--- src/rtl/uart_framed_transceiver.sv ---
// uart_framed_transceiver: full-duplex UART with programmable framing
// (5..8 data bits, 1 or 2 stop bits, optional parity).
// RX and TX run from a shared oversample tick; each bit lasts
// 2**OVERSAMPLE_LOG2 ticks.
// Optional macro UART_PARITY_EN: when defined, parity generation and checking
// are built in. When it is undefined, cfg_parity_en/cfg_parity_odd are ignored
// and rx_parity_err stays 0.
// The break strobe is named rx_break because 'break' is a reserved word.
module uart_framed_transceiver #(
    parameter int DIV_WIDTH       = 16,
    parameter int OVERSAMPLE_LOG2 = 4
) (
    input  logic                 sys_clk,
    input  logic                 sys_rst,
    input  logic                 uart_rx,
    output logic                 uart_tx,
    input  logic [DIV_WIDTH-1:0] divisor,
    input  logic [1:0]           cfg_databits,
    input  logic                 cfg_stop2,
    input  logic                 cfg_parity_en,
    input  logic                 cfg_parity_odd,
    output logic [7:0]           rx_data,
    output logic                 rx_done,
    output logic                 rx_parity_err,
    output logic                 rx_frame_err,
    output logic                 rx_break,
    input  logic [7:0]           tx_data,
    input  logic                 tx_wr,
    output logic                 tx_busy,
    output logic                 tx_done
);
    localparam int PW = OVERSAMPLE_LOG2;
    localparam logic [PW-1:0] PH_LAST = '1;
    localparam logic [PW-1:0] PH_MID  = {1'b1, {(PW-1){1'b0}}};
    localparam logic [PW-1:0] PH_PRE  = PH_MID - 1'b1;
    localparam logic [PW-1:0] PH_POST = PH_MID + 1'b1;

`ifdef UART_PARITY_EN
    typedef enum logic [2:0] {S_IDLE, S_START, S_DATA, S_PARITY, S_STOP} state_t;
`else
    typedef enum logic [2:0] {S_IDLE, S_START, S_DATA, S_STOP} state_t;
`endif

    logic [DIV_WIDTH-1:0] div_cnt_q;
    logic                 tick;
    logic                 rx_meta_q, rx_sync_q, rx_prev_q;
    state_t               rx_state_q, tx_state_q;
    logic [PW-1:0]        rx_phase_q, tx_phase_q;
    logic [2:0]           rx_idx_q, rx_last_q, tx_idx_q, tx_last_q;
    logic [1:0]           rx_samp_q;
    logic [7:0]           rx_shift_q, tx_shift_q;
    logic                 tx_stop2_q, tx_stop_second_q;
    logic                 rx_bit, rx_decide, rx_bit_end, tx_bit_end;
    logic [2:0]           cfg_last_d;

`ifdef UART_PARITY_EN
    logic       rx_par_en_q, rx_par_odd_q, rx_pbit_q;
    logic       tx_par_en_q, tx_par_bit_q;
    logic [7:0] tx_mask_d;
    assign tx_mask_d = 8'hFF >> (2'd3 - cfg_databits);
`else
    logic unused_cfg;
    assign unused_cfg = cfg_parity_en ^ cfg_parity_odd;
`endif

    // Index of the last data bit: 5..8 bits -> 4..7
    assign cfg_last_d = {1'b0, cfg_databits} + 3'd4;
    assign tick       = (div_cnt_q == '0);
    // 2-of-3 majority of the samples at phases M-1, M and M+1
    assign rx_bit     = (rx_samp_q[0] & rx_samp_q[1]) | (rx_samp_q[0] & rx_sync_q) | (rx_samp_q[1] & rx_sync_q);
    assign rx_decide  = tick && (rx_phase_q == PH_POST);
    assign rx_bit_end = tick && (rx_phase_q == PH_LAST);
    assign tx_bit_end = tick && (tx_phase_q == PH_LAST);

    // Oversample tick divider: reloads divisor-1 whenever it reaches zero
    always_ff @(posedge sys_clk) begin
        if (sys_rst || div_cnt_q == '0) div_cnt_q <= divisor - 1'b1;
        else                            div_cnt_q <= div_cnt_q - 1'b1;
    end

    // Two-flop synchroniser plus a per-tick copy for falling-edge detection
    always_ff @(posedge sys_clk) begin
        if (sys_rst) begin
            rx_meta_q <= 1'b1;
            rx_sync_q <= 1'b1;
            rx_prev_q <= 1'b1;
        end else begin
            rx_meta_q <= uart_rx;
            rx_sync_q <= rx_meta_q;
            if (tick) rx_prev_q <= rx_sync_q;
        end
    end

    // Receive FSM; returns to IDLE at the first stop bit's decision phase
    always_ff @(posedge sys_clk) begin
        if (sys_rst) begin
            rx_state_q    <= S_IDLE;
            rx_phase_q    <= '0;
            rx_idx_q      <= '0;
            rx_last_q     <= '0;
            rx_samp_q     <= 2'b11;
            rx_shift_q    <= '0;
            rx_data       <= '0;
            rx_done       <= 1'b0;
            rx_parity_err <= 1'b0;
            rx_frame_err  <= 1'b0;
            rx_break      <= 1'b0;
`ifdef UART_PARITY_EN
            rx_par_en_q   <= 1'b0;
            rx_par_odd_q  <= 1'b0;
            rx_pbit_q     <= 1'b0;
`endif
        end else begin
            rx_done      <= 1'b0;
            rx_frame_err <= 1'b0;
            rx_break     <= 1'b0;
            if (tick && rx_state_q != S_IDLE) begin
                rx_phase_q <= rx_phase_q + 1'b1;
                if (rx_phase_q == PH_PRE) rx_samp_q[0] <= rx_sync_q;
                if (rx_phase_q == PH_MID) rx_samp_q[1] <= rx_sync_q;
            end
            case (rx_state_q)
                S_IDLE: if (tick && rx_prev_q && !rx_sync_q) begin
                    rx_state_q <= S_START;
                    rx_phase_q <= '0;
                    rx_idx_q   <= '0;
                    rx_shift_q <= '0;
                    rx_last_q  <= cfg_last_d;
`ifdef UART_PARITY_EN
                    rx_par_en_q  <= cfg_parity_en;
                    rx_par_odd_q <= cfg_parity_odd;
                    rx_pbit_q    <= 1'b0;
`endif
                end
                S_START: begin
                    if (rx_decide && rx_bit) rx_state_q <= S_IDLE;
                    else if (rx_bit_end)     rx_state_q <= S_DATA;
                end
                S_DATA: begin
                    if (rx_decide) rx_shift_q[rx_idx_q] <= rx_bit;
                    if (rx_bit_end) begin
                        if (rx_idx_q == rx_last_q) begin
`ifdef UART_PARITY_EN
                            rx_state_q <= rx_par_en_q ? S_PARITY : S_STOP;
`else
                            rx_state_q <= S_STOP;
`endif
                        end else begin
                            rx_idx_q <= rx_idx_q + 1'b1;
                        end
                    end
                end
`ifdef UART_PARITY_EN
                S_PARITY: begin
                    if (rx_decide)  rx_pbit_q  <= rx_bit;
                    if (rx_bit_end) rx_state_q <= S_STOP;
                end
`endif
                S_STOP: if (rx_decide) begin
                    rx_state_q <= S_IDLE;
                    if (rx_bit) begin
                        rx_data <= rx_shift_q;
                        rx_done <= 1'b1;
`ifdef UART_PARITY_EN
                        rx_parity_err <= rx_par_en_q & (^rx_shift_q ^ rx_pbit_q ^ rx_par_odd_q);
`else
                        rx_parity_err <= 1'b0;
`endif
                    end else begin
                        rx_frame_err <= 1'b1;
`ifdef UART_PARITY_EN
                        rx_break <= (rx_shift_q == 8'd0) && !(rx_par_en_q && rx_pbit_q);
`else
                        rx_break <= (rx_shift_q == 8'd0);
`endif
                    end
                end
                default: rx_state_q <= S_IDLE;
            endcase
        end
    end

    // Transmit FSM; a write is only accepted in IDLE, on any cycle
    always_ff @(posedge sys_clk) begin
        if (sys_rst) begin
            tx_state_q       <= S_IDLE;
            tx_phase_q       <= '0;
            tx_idx_q         <= '0;
            tx_last_q        <= '0;
            tx_shift_q       <= '0;
            tx_stop2_q       <= 1'b0;
            tx_stop_second_q <= 1'b0;
            uart_tx          <= 1'b1;
            tx_busy          <= 1'b0;
            tx_done          <= 1'b0;
`ifdef UART_PARITY_EN
            tx_par_en_q      <= 1'b0;
            tx_par_bit_q     <= 1'b0;
`endif
        end else begin
            tx_done <= 1'b0;
            if (tick && tx_state_q != S_IDLE) tx_phase_q <= tx_phase_q + 1'b1;
            case (tx_state_q)
                S_IDLE: if (tx_wr) begin
                    tx_state_q       <= S_START;
                    tx_phase_q       <= '0;
                    tx_idx_q         <= '0;
                    tx_last_q        <= cfg_last_d;
                    tx_shift_q       <= tx_data;
                    tx_stop2_q       <= cfg_stop2;
                    tx_stop_second_q <= 1'b0;
                    uart_tx          <= 1'b0;
                    tx_busy          <= 1'b1;
`ifdef UART_PARITY_EN
                    tx_par_en_q      <= cfg_parity_en;
                    tx_par_bit_q     <= ^(tx_data & tx_mask_d) ^ cfg_parity_odd;
`endif
                end
                S_START: if (tx_bit_end) begin
                    tx_state_q <= S_DATA;
                    uart_tx    <= tx_shift_q[0];
                end
                S_DATA: if (tx_bit_end) begin
                    if (tx_idx_q == tx_last_q) begin
`ifdef UART_PARITY_EN
                        tx_state_q <= tx_par_en_q ? S_PARITY : S_STOP;
                        uart_tx    <= tx_par_en_q ? tx_par_bit_q : 1'b1;
`else
                        tx_state_q <= S_STOP;
                        uart_tx    <= 1'b1;
`endif
                    end else begin
                        tx_idx_q   <= tx_idx_q + 1'b1;
                        tx_shift_q <= tx_shift_q >> 1;
                        uart_tx    <= tx_shift_q[1];
                    end
                end
`ifdef UART_PARITY_EN
                S_PARITY: if (tx_bit_end) begin
                    tx_state_q <= S_STOP;
                    uart_tx    <= 1'b1;
                end
`endif
                S_STOP: if (tx_bit_end) begin
                    if (tx_stop2_q && !tx_stop_second_q) begin
                        tx_stop_second_q <= 1'b1;
                    end else begin
                        tx_state_q <= S_IDLE;
                        tx_busy    <= 1'b0;
                        tx_done    <= 1'b1;
                    end
                end
                default: tx_state_q <= S_IDLE;
            endcase
        end
    end
endmodule
--- config.mk ---
export PLATFORM = sky130hd
export DESIGN_NAME = uart_framed_transceiver
export DESIGN_NICKNAME = d
export VERILOG_FILES = /design/src/rtl/uart_framed_transceiver.sv
export SDC_FILE = /design/constraint.sdc
export NUM_CORES = 1
export LEC_CHECK = 0
export ABC_AREA = 1
export BUFFER_PORTS_ARGS = -buffer_cell sky130_fd_sc_hd__buf_2
export CORE_MARGIN = 4
export CORE_UTILIZATION = 41
export DETAILED_ROUTE_END_ITERATION = 6
export MAX_ROUTING_LAYER = met4
export PLACE_DENSITY_LB_ADDON = 0.1
export SLEW_MARGIN = 0
export SYNTH_ARGS = -nofsm -noshare
export SYNTH_HDL_FRONTEND = slang
export SYNTH_SLANG_ARGS = --single-unit
--- constraint.sdc ---
create_clock -name sys_clk -period 2 [get_ports sys_clk]
set_input_delay 0.2 -clock sys_clk [delete_from_list [all_inputs] [get_ports sys_clk]]
set_output_delay 0.2 -clock sys_clk [all_outputs]
set_load 0.02 [all_outputs]
==> results by group, run 1 <==
Final layout
  – Area growth from synthesis to layout: 18.69%
  – NumNets Final: 696
  – Ant diodes: 0
  – Post-Layout Cell Count: 789
  – Share of cells above drive strength 1: 23.93%
  – Final Util: ~50%

Status
  – Outcome: complete, no violations

Yosys
  – Async S/R FF share, synth: 0%
  – Dominant cell by count in the synthesized netlist: nand2_1
  – Sequential area share after synthesis: 37.44%
  – Synthesized area per cell: 7.051 sq um
  – Synth Cell Area: 0.004118 sq mm
  – Synth Flop Type: dfxtp_1
  – Synth cell types: 44
  – Share of the synthesized area in the top cell type: 37.44%
  – Yosys warning count: 0
  – Largest cells by area after synthesis: dfxtp_1 37%, nand2_1 13%, nor2_1 8.5%, inv_1 5.2%, ha_1 3.6%
  – Post-synth EDFFs: 0
  – Synth Register Bits: 77
  – Synth top cells by count: 146 x nand2_1, 93 x nor2_1, 77 x dfxtp_1
  – Net count after synthesis: 629
  – Cell taking the most area after synthesis: dfxtp_1
  – Post-synthesis cell count: 584

Floorplanning
  – Num rows: 36
  – Core box area: a little under 0.01 sq mm
  – Num ports: 48
  – Initial Utilization: 42.13%
  – Die Y: 108.2 microns
  – Die ar.: 0.01171 sq mm
  – Chip Width: 108.2 microns

Timing
  – Peak Freq: approximately 520 MHz
  – Fin crit share: 95.83%
  – Minimum clock period: between 1.5 and 2 ns
  – RSZ-0062 raised after global routing: true
  – Final number of setup-violating endpoints: 0
  – Final Hold Vio Count: 0
  – Final worst setup slack: 0.08344 ns
  – Max Slew Vio Count: 0
  – Hold slack: 0.03459 ns
  – Clk_skew: about 0.012 ns

Setup path
  – Worst r2r src: div_cnt_q[5]$_DFF_P_
  – CP max FO: 6
  – Worst Path Required: 2.25 ns
  – R2R Setup Slk: 0.08 ns
  – Crit. End Element: flop
  – Critical path arrival: ~2.2 ns
  – Critical R2R Capture: div_cnt_q[13]$_DFF_P_
  – Type of origin of the critical path: flop
  – R2R depth: 13
  – Setup CP Type: flop to flop

Route
  – ANT nets after route: 0
  – Vias per cell: 4.710
  – WL per Instance: 11.57 microns
  – DRT Pass-1 Iters: 4
  – Via Count: 3,716
  – Drt total wl: 9.125 mm
  – DR iter-0 viols: approximately 160
  – DRC violations left: 0

Placed design
  – Post-detail-place hpwl: 6.692 mm
  – Gpl congestion: 0.8064
  – IO buf count: 44
  – Placed cell count: between 700 and 800
  – Setup WS pre-CTS: -0.01511 ns

Clock network
  – H-tree Lvls: 3
  – Hold Buf Count CTS: 0
  – Worst-path clk slew: roughly 0.10 ns
  – Worst skew pair latency: 0.35 ns
  – Root buf cell: clkbuf_8
  – CTS Buf Count: 9
  – Num Clock Sinks: slightly below 80
  – Clk buf depth: 2
  – CTS tree: done

GRT
  – Largest net degree at the start of global routing: 31
  – Total Routing Usage GR: 16.77%
  – Vias in the first global route: 3,426
  – First-pass GRT wire length: 15.39 mm
  – Grt ovf: 0
  – Initial antenna violation count: 0

Min path
  – Min-delay src: uart_rx
  – WHS Path Cells: 2
  – Worst hold path type: primary input to flop
  – Hold Path End: rx_meta_q$_SDFF_PP1_

Pwr
  – Max IR drop VDD: 0.4195 mV
  – Power, Total: about 4.2 mW
  – Static Leak: 2.343 nW
  – PD cells: 856.2 mW/mm^2

Flow run
  – Max-cap violations: 0
-- cell families after synthesis --
group                      Yosys count  share of synthesized area, %
AOI/OAI and AO/OA                   65                         8.296
DFF                                 77                         37.44
and+or+nand+nor                    334                         38.35
xor gates and xnor gates            16                         3.585
adders and majority gates           13                         3.889
muxes                                1                        0.2431
buffers and inverters               77                         8.113
other                                1                       0.09107
-- placed cells by master (no fill, tap or decap), types with 4 or more instances in the layout --
master      n
buf_4      28
dfxtp_1    72
nand3b_1    6
o21ai_0    29
nand4_1     8
xnor2_1     4
a21oi_1    25
nor2_1     84
nand2_2    17
xor2_1     11
buf_2      44
nor2_2     14
clkbuf_8    9
ha_1       11
dfxtp_2     5
inv_1      57
nor3_1      9
nor2_4     10
o21ai_1     4
nand3_1    25
nand2_1   141
-- metrics by stage --
step / instance area, sq um / setup TNS, ns
final: 4887 / 0
after floorplan: 4118 / 0
after detailed placement: 4554 / -0.02976
after global routing: 4887 / -0.1545
after CTS: 4746 / 0
after global placement: 4554 / 0
-- registers in the layout, indices dropped and copies added, names as in the netlist, 3 cells and up --
signal      cells
div_cnt_q      16
tx_last_q       3
tx_shift_q      8
rx_idx_q        3
tx_idx_q        3
rx_shift_q      8
rx_data         8
rx_phase_q      4
rx_last_q       3
tx_phase_q      4
-- worst max-delay path: stages, from the launching register on --
cell	delay, ns
dfxtp_1	0.33
nor2_1	0.11
nand2_1	0.09
nor2_4	0.24
nand2_8	0.11
buf_4	0.15
nand3_1	0.06
nand2_1	0.11
nor2_2	0.17
nand2_1	0.09
nor2_2	0.18
nand2_1	0.08
nand2_1	0.05
nand2_1	0.04
-- area by class of cell --
type	instances	area, sq um
fill	1015	4887
clock buffer	9	123.9
tap	133	166.4
inverter	59	226.5
timing repair buffer	73	441.7
sequential	77	1548
multi-input combinational	431	2323
clock inverter	7	57.56
-- how the worst max path moves through the flow --
stage / from / endpoint / slack [ns]
6_report: div_cnt_q[5]$_DFF_P_ / div_cnt_q[13]$_DFF_P_ / 0.08
5_1_grt: div_cnt_q[5]$_DFF_P_ / div_cnt_q[14]$_DFF_P_ / -0.04
4_1_cts: div_cnt_q[3]$_DFF_P_ / div_cnt_q[14]$_DFF_P_ / 0.01
3_5_place_dp: div_cnt_q[0]$_DFF_P_ / div_cnt_q[15]$_DFF_P_ / -0.02
3_3_place_gp: div_cnt_q[0]$_DFF_P_ / div_cnt_q[9]$_DFF_P_ / 0.006
2_1_floorplan: div_cnt_q[3]$_DFF_P_ / div_cnt_q[14]$_DFF_P_ / 0.09
-- per-layer routing --
metal / vias to the layer above / GRT usage (%) / wire length [microns]
li1: 1987 / - / -
met1: 1663 / 22.42 / 4599
met2: 52 / 25.53 / 4073
met3: 14 / 2.746 / 297
met4: 0 / 6.312 / 154
met5: - / - / 0
-- timing repair --
item / in CTS / in global routing
cloned: 0 / 1
setup buffers: 0 / 8
pin swaps: 0 / 15
endpoints found under the setup margin: 4 / 18
gates resized for setup: 2 / 25
-- where the power goes --
group | total, mW | switching (mW) | internal [mW]
combinational | 1.25 | 0.797 | 0.451
sequential | 1.84 | 0.120 | 1.72
clock | 1.10 | 0.636 | 0.465
total | 4.18 | 1.55 | 2.63
Power figures use the tool's default switching activity.
==> run 2, diff against run 1 <==
--- a/config.mk
+++ b/config.mk
@@ -7,11 +7,12 @@
 export LEC_CHECK = 0
 export ABC_AREA = 1
 export BUFFER_PORTS_ARGS = -buffer_cell sky130_fd_sc_hd__buf_2
-export CORE_MARGIN = 4
+export CORE_MARGIN = 1
 export CORE_UTILIZATION = 41
 export DETAILED_ROUTE_END_ITERATION = 6
 export MAX_ROUTING_LAYER = met4
 export PLACE_DENSITY_LB_ADDON = 0.1
+export RECOVER_POWER = 25
 export SLEW_MARGIN = 0
 export SYNTH_ARGS = -nofsm -noshare
 export SYNTH_HDL_FRONTEND = slang
==> run 2 against run 1 <==
  * Global-route usage up 1.9 points
  * Clock skew about the same
  * Design area up 0.90%
  * Sequential share of layout area down 0.41 points
  * Setup slack better by 0.035 ns
  * Core utilization up 0.45 points
  * Register-to-register slack better by 0.03 ns
  * Critical path depth unchanged
  * First-iteration DRC count up 5.0%
  * Via count up 0.57%
  * Non-clock buffer count up 4
==> results by group, run 2 (same netlist as run 1, synthesis figures left out) <==
Timing
  – Final Hold Vio Count: 0 (unchanged)
  – Max-slew headroom at the worst pin: 41.65%
  – RSZ-0062 raised after global routing: true
  – Fin crit share: 94.09% (-1.7 points)
  – Slew @ Worst Pin: a little under 0.9 ns
  – Peak Freq: 531.4 MHz (+1.8%)
  – Max Slew Vio Count: 0 (unchanged)
  – Clk_skew: 0.01268 ns (+0.0002307 ns)
  – Hold slack: 0.02489 ns (-0.009699 ns)
  – Final number of setup-violating endpoints: 0 (unchanged)
  – Minimum clock period: 1.882 ns (-0.03480 ns)

Clock network
  – Num Clock Sinks: 77 (unchanged)
  – CTS tree: done
  – Hold Buf Count CTS: 0 (unchanged)
  – Clk buf depth: 2 (unchanged)
  – Worst skew pair latency: 0.35 ns (about the same)
  – CTS Buf Count: 9 (unchanged)
  – H-tree Lvls: 3 (unchanged)
  – Root buf cell: clkbuf_8
  – Worst-path clk slew: 0.09 ns (about the same)

GRT
  – Largest net degree at the start of global routing: 31 (unchanged)
  – Grt ovf: 0 (unchanged)
  – Total Routing Usage GR: 18.68% (+1.9 points)
  – First-pass GRT wire length: 14.84 mm (-3.6%)
  – Vias in the first global route: 3,338 (-2.6%)
  – Initial antenna violation count: 0 (unchanged)

Setup path
  – Top delay family on crit path: simple AND/OR/NAND/NOR gates
  – Slowest cell on crit path: dfxtp_1
  – Type of origin of the critical path: flop
  – R2R depth: 13 (unchanged)
  – R2R Setup Slk: 0.12 ns (+0.03 ns)
  – Setup CP Type: flop to flop
  – Critical R2R Capture: div_cnt_q[12]$_DFF_P_
  – CP Buf/Inv Count: 1 (unchanged)
  – Setup crit start: div_cnt_q[15]$_DFF_P_
  – Slowest stage delay, CP: 0.33 ns (about the same)
  – Critical path arrival: 2.14 ns (-0.03 ns)
  – Crit. End Element: flop
  – Most numerous cell on the critical path: nand2_1
  – Worst Path Required: 2.25 ns (about the same)
  – CP max FO: 6 (unchanged)
  – Worst r2r src: div_cnt_q[15]$_DFF_P_
  – CP cell instances: nor2_1 > nand2_1 > nor2_4 > nand2_8 > buf_4 > nand3_1 > nand2_2 > nor2_2 > nand2_1 > nor2_4 > nand2_1 > nand2_1 > nand2_1

Placed design
  – Placed cell count: 764 (unchanged)
  – Post-detail-place hpwl: 6.573 mm (-1.8%)
  – IO buf count: 44 (unchanged)
  – Gpl congestion: 0.8036 (-0.35%)

Floorplanning
  – Die Y: 102.2 microns (-5.5%)
  – Core box area: 0.009774 sq mm (unchanged)
  – Num ports: 48 (unchanged)
  – Num rows: 36 (unchanged)
  – Initial Utilization: 42.13% (unchanged)
  – Chip Width: 102.2 microns (-5.5%)
  – Die ar.: 0.01045 sq mm (-11%)

Final layout
  – Share of cells above drive strength 1: 20.30% (-3.6 points)
  – Max FFs per register: 16 (unchanged)
  – Ant diodes: 0 (unchanged)
  – NumNets Final: 700 (+0.57%)
  – Most frequent cells in the layout: 142 x nand2_1, 88 x nor2_1, 77 x dfxtp_1
  – Most common cell after layout, fill and taps aside: nand2_1
  – Area growth from synthesis to layout: 19.75%
  – Post-Layout Cell Count: 793 (+0.51%)
  – Biggest register: div_cnt_q

Status
  – Outcome: complete, no violations

Pwr
  – PD cells: 870.5 mW/mm^2 (+1.7%)
  – Max IR drop VDD: 0.4150 mV (-1.1%)
  – Static Leak: 2.322 nW (-0.90%)
  – Power, Total: 4.292 mW (+2.6%)

Min path
  – Worst hold path type: primary input to flop
  – Min-delay src: uart_rx
  – WHS Path Cells: 2 (unchanged)
  – Hold Path End: rx_meta_q$_SDFF_PP1_

Flow run
  – Max-cap violations: 0 (unchanged)

Route
  – DR iter-0 viols: 167 (+5.0%)
  – Drt total wl: 9.085 mm (-0.44%)
  – Vias per cell: 4.712 (about the same)
  – ANT nets after route: 0 (unchanged)
  – WL per Instance: 11.46 microns (-0.94%)
  – DRT Pass-1 Iters: 4 (unchanged)
  – DRC violations left: 0 (unchanged)
  – Via Count: 3,737 (+0.57%)
-- run 2: cell count changes in the layout (fill, tap and decap cells not counted), moves of 2 or more --
cell and change:
inv_6 -2, nor2_1 +4, dfxtp_1 +5, o21ai_1 +3, o21ai_0 -3, buf_12 +2
nor2_2 -5, buf_2 -15, clkbuf_1 +17, buf_4 +2, dfxtp_2 -5
-- run 2: worst max path at each step --
stage	endpoint	slack, ns	cells past startpoint
after global placement	rx_shift_q[5]$_SDFFE_PP0P_	0.03	10
after detailed placement	rx_shift_q[5]$_SDFFE_PP0P_	-0.02	10
after global routing	div_cnt_q[10]$_DFF_P_	-0.05	14
after floorplan	div_cnt_q[14]$_DFF_P_	0.09	14
final	div_cnt_q[12]$_DFF_P_	0.12	13
after CTS	div_cnt_q[14]$_DFF_P_	0.05	13
-- run 2: stage by stage --
stage                     cell area, sq um  setup TNS (ns)  util (%)  worst slack, ns
after floorplan                       4118               0         -          0.08580
after global placement                4567               0     46.72          0.02955
after detailed placement              4567        -0.01693     46.72         -0.01693
after CTS                             4777               0     48.87          0.04760
after global routing                  4931         -0.1195     50.45         -0.04726
final                                 4931               0     50.45           0.1182
-- run 2: area by class of cell --
type / count / area (sq um)
clock buffers: 11 / 141.4
repair buffers: 77 / 470.5
well taps: 133 / 166.4
flip-flops and latches: 77 / 1541
multi-input cells: 431 / 2326
inverters: 59 / 226.5
fillers: 1036 / 4843
clock inverters: 5 / 58.81
-- run 2: where the power goes --
part	internal, mW	switching (mW)
Clock	0.614	0.587
Combinational	0.452	0.810
Sequential	1.71	0.117
Total	2.78	1.51
-- run 2: layer usage --
metal,wire (microns),GRT usage (%),part of all wire (%),vias up
li1,-,-,-,1986
met2,4232,29.99,47,52
met5,0,-,0,-
met4,80,4.286,0.88,0
met1,4515,23.94,50,1691
met3,256,4.104,2.8,8
-- run 2: timing repair --
item                                    4_1_cts  5_1_grt
resized for setup                             2       19
buffers inserted                              0       12
endpoints found under the setup margin        2       15
pin swaps                                     0       11
cloned                                        0        1
